`config.mk`:
```
export PLATFORM = sky130hd
export DESIGN_NAME = serial_add_sub
export DESIGN_NICKNAME = d
export VERILOG_FILES = /design/src/rtl/serial_add_sub_pkg.sv /design/src/rtl/digit_add2.sv /design/src/rtl/serial_add_sub.sv
export SDC_FILE = /design/constraint.sdc
export NUM_CORES = 1
export LEC_CHECK = 0
export BUFFER_PORTS_ARGS = -buffer_cell sky130_fd_sc_hd__buf_2
export CORE_ASPECT_RATIO = 1.25
export CORE_MARGIN = 2
export CORE_UTILIZATION = 58
export CTS_CLUSTER_SIZE = 40
export DETAILED_ROUTE_END_ITERATION = 8
export PLACE_DENSITY = 0.85
export SYNTH_ARGS = -nofsm -noshare
export SYNTH_HDL_FRONTEND = slang
export SYNTH_SLANG_ARGS = --single-unit
```
`constraint.sdc`:
```
create_clock -name clk -period 6.7 [get_ports clk]
set_input_delay 1.34 -clock clk [delete_from_list [all_inputs] [get_ports clk]]
set_output_delay 1.34 -clock clk [all_outputs]
set_load 0.02 [all_outputs]
```
`src/rtl/serial_add_sub_pkg.sv`:
```
// Shared definitions for the digit-serial adder/subtractor: FSM states and
// the number of bits processed per clock.
package serial_add_sub_pkg;

  localparam int DIGIT_W = 2;

  typedef enum logic [1:0] {
    IDLE = 2'd0,
    RUN  = 2'd1,
    DONE = 2'd2
  } state_e;

endpackage

```
`src/rtl/digit_add2.sv`:
```
// Combinational 2-bit carry-lookahead digit: sum bits, the carry into the
// upper bit (needed for overflow on the MSB digit) and the digit carry-out.
module digit_add2
  import serial_add_sub_pkg::*;
(
  input  logic [DIGIT_W-1:0] a_d,
  input  logic [DIGIT_W-1:0] b_d,
  input  logic               cin,
  output logic [DIGIT_W-1:0] sum,
  output logic               c_mid,
  output logic               cout
);

  logic [DIGIT_W-1:0] g;
  logic [DIGIT_W-1:0] p;
  logic               grp_g;
  logic               grp_p;

  always_comb begin
    g     = a_d & b_d;
    p     = a_d ^ b_d;
    c_mid = g[0] | (p[0] & cin);
    sum   = {p[1] ^ c_mid, p[0] ^ cin};
    // Group terms let the digit carry-out skip the intermediate ripple.
    grp_g = g[1] | (p[1] & g[0]);
    grp_p = p[1] & p[0];
    cout  = grp_g | (grp_p & cin);
  end

endmodule

```
`src/rtl/serial_add_sub.sv`:
```
// Digit-serial add/subtract: accepts an operand set, resolves one 2-bit digit
// per clock LSB first, then holds the result until the consumer takes it.
module serial_add_sub
  import serial_add_sub_pkg::*;
#(
  parameter int WIDTH = 32
) (
  input  logic             clk,
  input  logic             rst,
  input  logic             in_valid,
  output logic             in_ready,
  input  logic [WIDTH-1:0] a,
  input  logic [WIDTH-1:0] b,
  input  logic             sub,
  output logic             out_valid,
  input  logic             out_ready,
  output logic [WIDTH-1:0] result,
  output logic             cout,
  output logic             ovf,
  output logic             busy
);

  localparam int NDIG  = WIDTH / DIGIT_W;
  localparam int CNT_W = $clog2(NDIG);
  localparam logic [CNT_W-1:0] LAST_DIG = CNT_W'(NDIG - 1);

  state_e             state_q, state_d;
  logic [WIDTH-1:0]   opa_q, opa_d;
  logic [WIDTH-1:0]   opb_q, opb_d;
  logic [WIDTH-1:0]   res_q, res_d;
  logic [CNT_W-1:0]   cnt_q, cnt_d;
  logic               carry_q, carry_d;
  logic               ovf_q, ovf_d;

  logic [DIGIT_W-1:0] dig_a, dig_b, dig_sum;
  logic               dig_cmid, dig_cout;

  always_comb begin
    dig_a = '0;
    dig_b = '0;
    for (int k = 0; k < NDIG; k++) begin
      if (cnt_q == CNT_W'(k)) begin
        dig_a = opa_q[k*DIGIT_W +: DIGIT_W];
        dig_b = opb_q[k*DIGIT_W +: DIGIT_W];
      end
    end
  end

  digit_add2 u_digit (
    .a_d   (dig_a),
    .b_d   (dig_b),
    .cin   (carry_q),
    .sum   (dig_sum),
    .c_mid (dig_cmid),
    .cout  (dig_cout)
  );

  always_comb begin
    // NOTE: every signal gets a default first so no path leaves it unassigned,
    // which would otherwise infer a latch.
    state_d = state_q;
    opa_d   = opa_q;
    opb_d   = opb_q;
    res_d   = res_q;
    cnt_d   = cnt_q;
    carry_d = carry_q;
    ovf_d   = ovf_q;
    unique case (state_q)
      IDLE: begin
        if (in_valid) begin
          opa_d   = a;
          // Subtraction as a + ~b + 1: invert b here, inject the +1 as carry-in.
          opb_d   = b ^ {WIDTH{sub}};
          carry_d = sub;
          cnt_d   = '0;
          state_d = RUN;
        end
      end
      RUN: begin
        for (int k = 0; k < NDIG; k++) begin
          if (cnt_q == CNT_W'(k)) res_d[k*DIGIT_W +: DIGIT_W] = dig_sum;
        end
        carry_d = dig_cout;
        if (cnt_q == LAST_DIG) begin
          ovf_d   = dig_cmid ^ dig_cout;
          state_d = DONE;
        end else begin
          cnt_d = cnt_q + CNT_W'(1);
        end
      end
      DONE: begin
        if (out_ready) state_d = IDLE;
      end
      default: state_d = IDLE;
    endcase
  end

  // NOTE: state registers use non-blocking assignments so every flop samples
  // the pre-edge values regardless of process ordering.
  always_ff @(posedge clk) begin
    if (rst) begin
      state_q <= IDLE;
      res_q   <= '0;
      cnt_q   <= '0;
      carry_q <= 1'b0;
      ovf_q   <= 1'b0;
    end else begin
      state_q <= state_d;
      res_q   <= res_d;
      cnt_q   <= cnt_d;
      carry_q <= carry_d;
      ovf_q   <= ovf_d;
    end
  end

  // NOTE: operand registers carry no reset; they are always loaded on
  // acceptance before any digit reads them.
  always_ff @(posedge clk) begin
    opa_q <= opa_d;
    opb_q <= opb_d;
  end

  assign in_ready  = (state_q == IDLE);
  assign out_valid = (state_q == DONE);
  assign busy      = (state_q != IDLE);
  assign result    = res_q;
  assign cout      = carry_q;
  assign ovf       = ovf_q;

endmodule
```
======== Word-level counts from Yosys, hierarchy flattened ========
Cells that the tools add are included.
W data, S select, Z words.
operators by class
  $add $sub $neg .......................... 1
  equal/unequal tests ..................... 21
  multiplexer cells ....................... 41
  bitwise operators ....................... 13
  reduce and logical (&&, ||, !) cells .... 24
operator list
  operator               number
  $mux W2                35
  $reduce_and A2 Y1      18
  $eq A4 B4 Y1 const B   8
  $xor A32 B32 Y32       1
  $eq A4 B3 Y1 const B   4
  $eq A4 B2 Y1 const B   2
  $mux W4                2
  $pmux W4 S2            1
  $ne A2 B2 Y1 const B   3
  $pmux W2 S3            1
  $reduce_and A3 Y1      2
  $add A4 B1 Y4 const B  1
  $and A1 B1 Y1          4
  $eq A4 B1 Y1 const B   1
  $logic_not A4 Y1       1
  $reduce_bool A2 Y1     2
  $or A1 B1 Y1           3
  $xor A1 B1 Y1          3
  $and A2 B2 Y2          1
  $eq A2 B1 Y1 const B   1
  $eq A2 B2 Y1 const B   1
  $logic_not A2 Y1       1
  $ne A2 B1 Y1 const B   1
  $pmux W1 S2            1
  other kinds (2)        2
word-level totals
  register bits after elaboration ......... 104
  input bits .............................. 69
  word-level logic and storage cells ...... 122

======== Depth between registers and ports, before layout ========
Gate-level depths: netlist of the first run.
  word-level depth ........................ 22
  depth in mapped cells ................... 14

======== Hierarchy ========
From an unflattened synthesis of the first run, not the netlist that was laid out.
unflattened totals
  cell total of the unflattened synthesis .. 440
  area, all modules ....................... 4718.3 um^2
by module, submodules not included
  module          instances  cells an instance  area each (um^2)  sequential area each (um^2)
  serial_add_sub  1          433                4650.7            2722.6
  digit_add2      1          7                  67.6              0.0

======== Worst setup path after synthesis of the first run ========
Ideal clock, no wire load.
  kind .................................... in2reg
  start ................................... input in_valid
  end ..................................... register carry_q (netlist: cout)
  setup time .............................. 0.087 ns
  data arrival time ....................... 3.177 ns
  required time ........................... 6.613 ns
  slack ................................... 3.436 ns
  cell stages on the path ................. 4
  path through ............................ nand2_1 > inv_1 > a211oi_1 > a211oi_1
on the way
  longest elaborated chain between the ends .. 2
ends and longest elaborated chain
  item                         line                   source
  from (decl)                  serial_add_sub.sv:10   input logic in_valid,
  $ne A2 B2 Y1 (no line)       --
  $reduce_and A2 Y1 (no line)  --
  to (signal assigned)         serial_add_sub.sv:111  carry_q <= carry_d;
  to (decl)                    serial_add_sub.sv:32   logic carry_q, carry_d;
No other way between the ends.
A chain may end at the register's enable or synchronous reset.

======== Final worst setup path of the first run ========
  start ................................... register cnt_q[0]
  end ..................................... register res_q[6] (netlist: result[6])
on the way
  longest elaborated chain between the ends .. 19
ends and longest elaborated chain
  item                    line                   source
  from (decl)             serial_add_sub.sv:31   logic [CNT_W-1:0] cnt_q, cnt_d;
  from (signal assigned)  serial_add_sub.sv:110  cnt_q <= cnt_d;
  $logic_not A4 Y1        serial_add_sub.sv:42   if (cnt_q == CNT_W'(k)) begin
  $mux W2 (16 in series)  serial_add_sub.sv:42
  $xor A2 B2 Y2           digit_add2.sv:21       p = a_d ^ b_d;
  $xor A1 B1 Y1           digit_add2.sv:23       sum = {p[1] ^ c_mid, p[0] ^ cin};
  to (signal assigned)    serial_add_sub.sv:109  res_q <= res_d;
  to (decl)               serial_add_sub.sv:30   logic [WIDTH-1:0] res_q, res_d;
Parallel ways exist; a longest one is shown, timed or not.

==> flow_summary.ini, run 1 <==
[status]
run_status = finished clean

[job]
drv_cap = 0

[place]
place.port_buffers = 105
dp_hpwl_microns = 6990
gp_congestion = 0.911

[detailed_routing]
first_pass_iters = 5
drc = 0
routed-via-count = 3536
drt_wl_total_microns = 10000
dr.first_iter.drc_count = 195
wl_per_cell_microns = 16.6
drtAntennaViolNets = 0
via_per_inst = 5.85

[finish]
fin_nets = 580
n_antenna_cell = 0
synthToLayoutAreaGrowth_pct = 14.1
drive_above_1_share = 0.263

[worst_setup_path]
critPathArrivalTime_ps = 3960
setup.worst_path.class = flop to flop
cp_slowest_cell = fa_1
ff2ff_path_depth = 9
worst-path-max-fanout = 23
crit_chain = inv_1 -> ha_1 -> nor2b_4 -> a221oi_1 -> o311ai_1 -> a31oi_1 -> o21a_1 -> fa_1 -> a311oi_1
crit_path_start_kind = flop
cpPeakStageDelay_ps = 930
worstPathRequired_ps = 6910
end_kind = flop

[die]
rows = 36
pin_count = 106
die_h_microns = 105
core_area_sq_um = 7880
die_w_microns = 84.8
start_util = 0.601
die-area_sq_um = 8910

[yosys]
synth_cells = 416
synthArstFlopShare = 0
syn_area_sq_um = 4740
ys_ff_latch = 104
avgSynthCellArea_sq_um = 11.4
seq_area_frac_synth = 0.575
synth_flop_cell = edfxtp_1
syn-num-nets = 492
synth_edf_count = 64
ys_types = 54
yosys_warnings = 0

[hold_path]
whs_path_depth = 2
min_path_type = flop to flop

[timing]
timing.hold.ws_ps = 463
finalSetupViolCount = 0
fin_crit_ps = 3740
post-route-period-util = 0.559
setup-tns-final_ps = 0
rsz0062_at_grt = false
drv_slew = 0
tightest_slew_ps = 1170
skew_ps = 8.74
relSlewSlack = 0.217
final_hold_viol_count = 0
timing.fmax_mhz = 267

[clock_network]
cts_hold_buf = 0
cts_made_buffers = 9
cts_setup_buffers = 0
cts.repair.resized = 0
clk_pin_slew_worst_paths_ps = 90
cts_buffer_depth = 2
clockRootBuffer = clkbuf_8
cts_max_level = 3
cts_sinks = 104
insertion_delay_ps = 380
cts_tree = done

[global_routing]
globalRouteMet1Util = 0.276
grt_use_met2 = 0.368
grt_usage = 0.227
grt_pass1_vias = 3326
antenna_found_initial = 0
grt_max_degree = 69
grt_overflow = 0
grtUsageMet3 = 0.0506
grt.busiest_layer = met2
grt_pass1_wl_microns = 15900

[power_and_ir_drop]
peakVddDrop_mv = 0.190
powerDensity_nw_per_um2 = 233
p_leak_nw = 2.16
==> layout by cell type (no fill, tap or decap), types with 3 or more instances in the layout <==
cell and instances:
o221ai_1 3, nor2_1 37, a22oi_1 3, inv_1 8
nand2_1 22, edfxtp_1 64, clkbuf_8 9, buf_4 3
nor2b_1 7, dfxtp_1 40, nand3_1 12, mux2i_1 14
nor3_1 5, a21oi_1 27, and3_1 16, a221oi_1 3
o21ai_0 11, o2bb2ai_1 3, a311oi_1 4, a211oi_1 19
ha_1 6, o21ai_1 3, xor2_1 32, buf_2 105
nand2b_1 5
==> critical path, delay by kind of cell (launching register included) <==
| family | cells | cell delay [ps] |
|---|---|---|
| flops | 1 | 370 |
| simple gates | 1 | 410 |
| compound gates | 5 | 1000 |
| buf+inv | 1 | 120 |
| fa+ha+maj | 2 | 1670 |
==> kinds of logic (layout without fill, tap and decap cells) <==
| family | after synthesis | in the layout | synth area share |
|---|---|---|---|
| simple gates | 118 | 118 | 0.126 |
| flops | 104 | 104 | 0.575 |
| compound gates | 98 | 98 | 0.143 |
| buf+inv | 41 | 134 | 0.0438 |
| xor+xnor | 34 | 34 | 0.0629 |
| mux | 14 | 14 | 0.0296 |
| fa+ha+maj | 7 | 7 | 0.0201 |
==> per-layer routing <==
metal / vias to the layer above / share of wire
met1: 1641 / 0.40
met3: 32 / 0.065
met4: 0 / 0.040
li1: 1698 / -
met2: 165 / 0.49
met5: - / 0
==> layout make-up <==
cell class                 instances  area, sq um
clock buffer                       9          124
clock inverter                     7         46.3
fill                             585         2480
inverter                          10         37.5
multi-input combinational        271         1810
sequential                       104         2720
tap                               95          119
timing repair buffer             108          548
==> through the flow <==
step / cells / area, sq um / power (mW) / setup WS [ps] / utilization
after floorplan: 416 / 4740 / 0.864 / 3440 / -
after global placement: 588 / 5230 / 0.918 / 3120 / 0.664
after detailed placement: 588 / 5230 / 0.925 / 3040 / 0.664
after CTS: 604 / 5400 / 1.26 / 3020 / 0.686
after global routing: 604 / 5400 / 1.30 / 2770 / 0.686
final: 604 / 5400 / 1.26 / 2960 / 0.686
==> sequential cells by signal (all words and copies together), names as in the netlist <==
register  cells
cnt_q         4
result       32
cout          1
ovf           1
opa_q        32
state_q       2
opb_q        32
==> cells in the mapped netlist, types with 9 or more instances <==
cell / count / area share
edfxtp_1: 64 / 0.41
dfxtp_1: 40 / 0.17
nor2_1: 37 / 0.029
xor2_1: 32 / 0.059
a21oi_1: 27 / 0.029
nand2_1: 22 / 0.017
a211oi_1: 19 / 0.030
and3_1: 16 / 0.021
buf_2: 16 / 0.017
mux2i_1: 14 / 0.030
nand3_1: 12 / 0.013
o21ai_0: 11 / 0.012
clkbuf_1: 9 / 0.0071
inv_1: 9 / 0.0071
==> final timing paths <==
kind / end / slack, ps / start
max: result[6] / 2960 / cnt_q[0]
max reg2reg: result[6] / 2960 / cnt_q[0]
min reg2reg: result[3] / 460 / result[3]
min: result[3] / 460 / result[3]
==> power breakdown <==
part | switching, mW | internal (mW)
clock network | 0.212 | 0.134
logic | 0.113 | 0.0681
registers | 0.0132 | 0.716
Power figures use the tool's default switching activity.
==> run 2, diff against run 1 <==
CORE_UTILIZATION = 54   (was 58)
PLACE_DENSITY = 0.8   (was 0.85)
clock period = 3.7 ns   (was 6.7 ns; I/O delays follow)
==> flow_summary.ini, run 2 (synthesis gave the netlist of run 1 again) <==
[status]
run_status = finished clean

[worst_setup_path]
crit_chain = inv_1 -> ha_1 -> buf_4 -> nor2b_1 -> o311ai_1 -> and3_1 -> nor3_1 -> fa_1 -> a211oi_1
worst-path-max-fanout = 17
critPathArrivalTime_ps = 3580
worstPathRequired_ps = 3980
worstReg2RegEnd = result[28]
cpPeakStageDelay_ps = 720
reg2reg_from = cnt_q[1]
end_kind = flop
ff2ff_path_depth = 9
setup.worst_path.class = flop to flop
cp_slowest_cell = fa_1
rrSetupSlack_ps = 400
crit_path_start_kind = flop

[hold_path]
whs_path_depth = 2
min_path_type = flop to flop
hold_start = result[7]
hold_end = result[7]

[timing]
relSlewSlack = 0.348
timing.hold.ws_ps = 470
setup-tns-final_ps = 0
skew_ps = 14.1
drv_slew = 0
timing.fmax_mhz = 303
finalSetupViolCount = 0
fin_crit_ps = 3300
tightest_slew_ps = 977
rsz0062_at_grt = false
final_hold_viol_count = 0
post-route-period-util = 0.892

[global_routing]
antenna_found_initial = 0
grt_max_degree = 48
grt_overflow = 0
grt_pass1_wl_microns = 16400
grt_usage = 0.227
grt_pass1_vias = 3468

[finish]
drive_above_1_share = 0.271
fin_nets = 588
n_antenna_cell = 0
utilization = 0.643
final_common_cell = buf_2
synthToLayoutAreaGrowth_pct = 16.8
fillers = 689
layout_common_cells = buf_2 (105), edfxtp_1 (64), dfxtp_1 (40), nor2_1 (37), xor2_1 (32)
fin_cells = 637

[place]
dpl.cell_count = 621
dp_hpwl_microns = 7490
gp_congestion = 0.887
place.port_buffers = 105

[detailed_routing]
wl_per_cell_microns = 16.5
routed-via-count = 3574
drtAntennaViolNets = 0
via_per_inst = 5.61
dr.first_iter.drc_count = 263
drt_wl_total_microns = 10500
drc = 0
first_pass_iters = 5

[power_and_ir_drop]
p_leak_nw = 2.22
fin_total_pwr_mw = 2.36
powerDensity_nw_per_um2 = 426
peakVddDrop_mv = 0.342

[die]
die_h_microns = 109
die-area_sq_um = 9540
rows = 38
die_w_microns = 87.8
pin_count = 106
start_util = 0.550
core_area_sq_um = 8610

[clock_network]
cts_hold_buf = 0
cts_sinks = 104
insertion_delay_ps = 380
clockRootBuffer = clkbuf_8
cts_made_buffers = 9
cts_max_level = 3
cts_setup_buffers = 0
cts_buffer_depth = 2
clk_pin_slew_worst_paths_ps = 100
cts.repair.resized = 0
cts_tree = done

[job]
drv_cap = 0
[run 2: cell types whose count changed in the layout (fill, tap and decap cells not counted), sizes merged]
cell      previous run  this run
buf                108       116
bufinv               0         1
clkinvlp             2         1
[run 2: per-layer routing]
metal	global-route usage	wire, microns	vias to the layer above
met5	0	0	-
met1	0.269	4250	1645
met2	0.370	5160	179
li1	-	-	1715
met4	0.155	444	0
met3	0.0416	651	35
[run 2: critical path, delay by kind of cell (launching register included)]
family                   cells  cell delay (ps)
adder cells (fa/ha/maj)      2             1270
AND/OR/NAND/NOR              3              710
buffers and inverters        2              430
AO/OA/AOI/OAI                2              420
flip-flops                   1              360
[run 2: worst max path at each step]
stage              from          to  cells after the start
2_1_floorplan  cnt_q[0]  result[11]                     13
3_3_place_gp   cnt_q[1]         ovf                     12
3_5_place_dp   cnt_q[1]         ovf                     12
4_1_cts        cnt_q[1]  result[28]                      9
5_1_grt        cnt_q[1]  result[28]                      9
6_report       cnt_q[1]  result[28]                      9
[run 2: layout make-up]
cell class	count	area, sq um	share of cell area
Sequential cell	104	2720	0.492
Multi-Input combinational cell	271	1810	0.327
Timing Repair Buffer	116	621	0.112
Tap cell	120	150	0.0271
Clock buffer	9	124	0.0224
Clock inverter	7	71.3	0.0129
Inverter	10	37.5	0.00678
[run 2: report_power, final]
| part | switching [mW] | total [mW] | internal, mW |
|---|---|---|---|
| combinational | 0.210 | 0.338 | 0.128 |
| clock | 0.385 | 0.698 | 0.313 |
| sequential | 0.0251 | 1.32 | 1.30 |
| total | 0.620 | 2.36 | 1.74 |
[run 2: through the flow]
step           cell area (sq um)  worst slack [ps]
2_1_floorplan               4740               732
3_3_place_gp                5340               636
3_5_place_dp                5340               441
4_1_cts                     5530               428
5_1_grt                     5530               208
6_report                    5530               401
==> run 3, diff against run 2 <==
RECOVER_POWER = 25   (was default)
==> flow_summary.ini, run 3 (synthesis gave the netlist of run 1 again) <==
[detailed_routing]
wl_per_cell_microns = 16.5
first_pass_iters = 5
top_layer_used = met4
met3_length_microns = 642
via_per_inst = 5.63
dr.first_iter.drc_count = 263
routed-via-count = 3587
wl_met1_microns = 4280
wl_met2_microns = 5140
drt_wl_total_microns = 10500
drtAntennaViolNets = 0
drc = 0

[finish]
layout_common_cells = buf_2 (104), edfxtp_1 (64), dfxtp_1 (40), nor2_1 (37), xor2_1 (32)
ff_latch_area_sq_um = 2720
utilization = 0.643
multi_input_area_sq_um = 1810
final_common_cell = buf_2
drive_above_1_share = 0.269
fillers = 687
synthToLayoutAreaGrowth_pct = 16.8
n_antenna_cell = 0
postLayoutCellArea_sq_um = 5530
fin_nets = 588

[worst_setup_path]
cpMostUsedCell = ha_1
worstPathRequired_ps = 4000
end_kind = flop
crit_path_start_kind = flop
critPathArrivalTime_ps = 3600
cpPeakStageDelay_ps = 550
crit_chain = inv_1 -> ha_1 -> buf_4 -> nor2b_1 -> o311ai_1 -> and3_1 -> or3_1 -> ha_1 -> a21o_1 -> a21oi_1 -> xnor2_1 -> a211oi_1
critical_path_buf_inv_count = 2
worst-path-max-fanout = 17
setup.worst_path.class = flop to flop
cp_slowest_cell = ha_1
critPathTopFamily = adder cells

[die]
core_area_sq_um = 8610
pin_count = 106
die_h_microns = 109
die-area_sq_um = 9540
die_w_microns = 87.8
rows = 38
start_util = 0.550

[global_routing]
grt_pass1_wl_microns = 16400
grt_usage = 0.227
grt_max_degree = 48
grt_overflow = 0
grt_pass1_vias = 3468
antenna_found_initial = 0

[power_and_ir_drop]
p_switching_mw = 0.619
peakVddDrop_mv = 0.342
intPower_mw = 1.74
powerDensity_nw_per_um2 = 426
p_clk_frac = 0.296
p_comb_frac = 0.143
seqPwrFrac = 0.561
p_leak_nw = 2.21
fin_total_pwr_mw = 2.36
switching_share = 0.263

[timing]
fin_crit_ps = 3300
rsz0062_at_grt = false
skew_ps = 14.2
drv_slew = 34
post-route-period-util = 0.892
final_hold_viol_count = 0
timing.hold.ws_ps = 469
relSlewSlack = -0.353
setup-tns-final_ps = 0
tightest_slew_ps = 2030
timing.fmax_mhz = 303
finalSetupViolCount = 0

[clock_network]
insertion_delay_ps = 380
cts_setup_buffers = 0
clockRootBuffer = clkbuf_8
cts.repair.resized = 0
cts_sinks = 104
cts_hold_buf = 0
cts_tree = done
cts_buffer_depth = 2
clk_pin_slew_worst_paths_ps = 90
cts_max_level = 3
cts_made_buffers = 9

[hold_path]
min_path_type = flop to flop

[place]
dpl_cell_area_sq_um = 5340
dp_hpwl_microns = 7490
gp_congestion = 0.887
place.port_buffers = 105

[status]
run_status = finished, violations left
failed_checks = capacitance limit, slew limit

[job]
drv_cap = 1
==> run 3: cell count changes in the layout (fill, tap and decap cells not counted), sizes merged <==
cell,change
buf,-1
clkbuf,+1
==> run 3: power groups by stage <==
stage / Sequential (mW) / Clock [mW] / Combinational [mW]
6_report: 1.32 / 0.697 / 0.337
3_5_place_dp: 1.35 / 0 / 0.337
3_3_place_gp: 1.35 / 0 / 0.323
5_1_grt: 1.33 / 0.750 / 0.371
4_1_cts: 1.32 / 0.713 / 0.338
2_1_floorplan: 1.34 / 0 / 0.219
==> run 3: worst paths after layout <==
| kind | from | end | slack (ps) | cells after the start |
|---|---|---|---|---|
| max | cnt_q[1] | ovf | 400 | 12 |
| min | result[7] | result[7] | 470 | 2 |
| max reg2reg | cnt_q[1] | ovf | 400 | 12 |
| min reg2reg | result[7] | result[7] | 470 | 2 |
==> run 3: worst reg2reg max path, stage by stage (launching register included) <==
cell      delay (ps)
dfxtp_1          360
inv_1             90
ha_1             550
buf_4            340
nor2b_1          200
o311ai_1         110
and3_1           190
or3_1            380
ha_1             290
a21o_1           180
a21oi_1          220
xnor2_1          100
a211oi_1         210
==> run 3: final cells by class <==
cell class,count,area share
clock buffers,9,0.0224
repair buffers,116,0.112
clock inverters,7,0.0129
well taps,120,0.0271
inverters,10,0.00679
multi-input cells,271,0.327
flip-flops and latches,104,0.492
==> run 3: routing by layer <==
layer / GRT usage / vias to the layer above
li1: - / 1718
met1: 0.269 / 1645
met2: 0.370 / 189
met3: 0.0416 / 35
met4: 0.155 / 0
met5: 0 / -
==> run 3: through the flow <==
stage | worst slack, ps | cells
6_report | 400 | 637
5_1_grt | 208 | 637
4_1_cts | 428 | 637
3_5_place_dp | 441 | 621
3_3_place_gp | 636 | 621
2_1_floorplan | 732 | 416
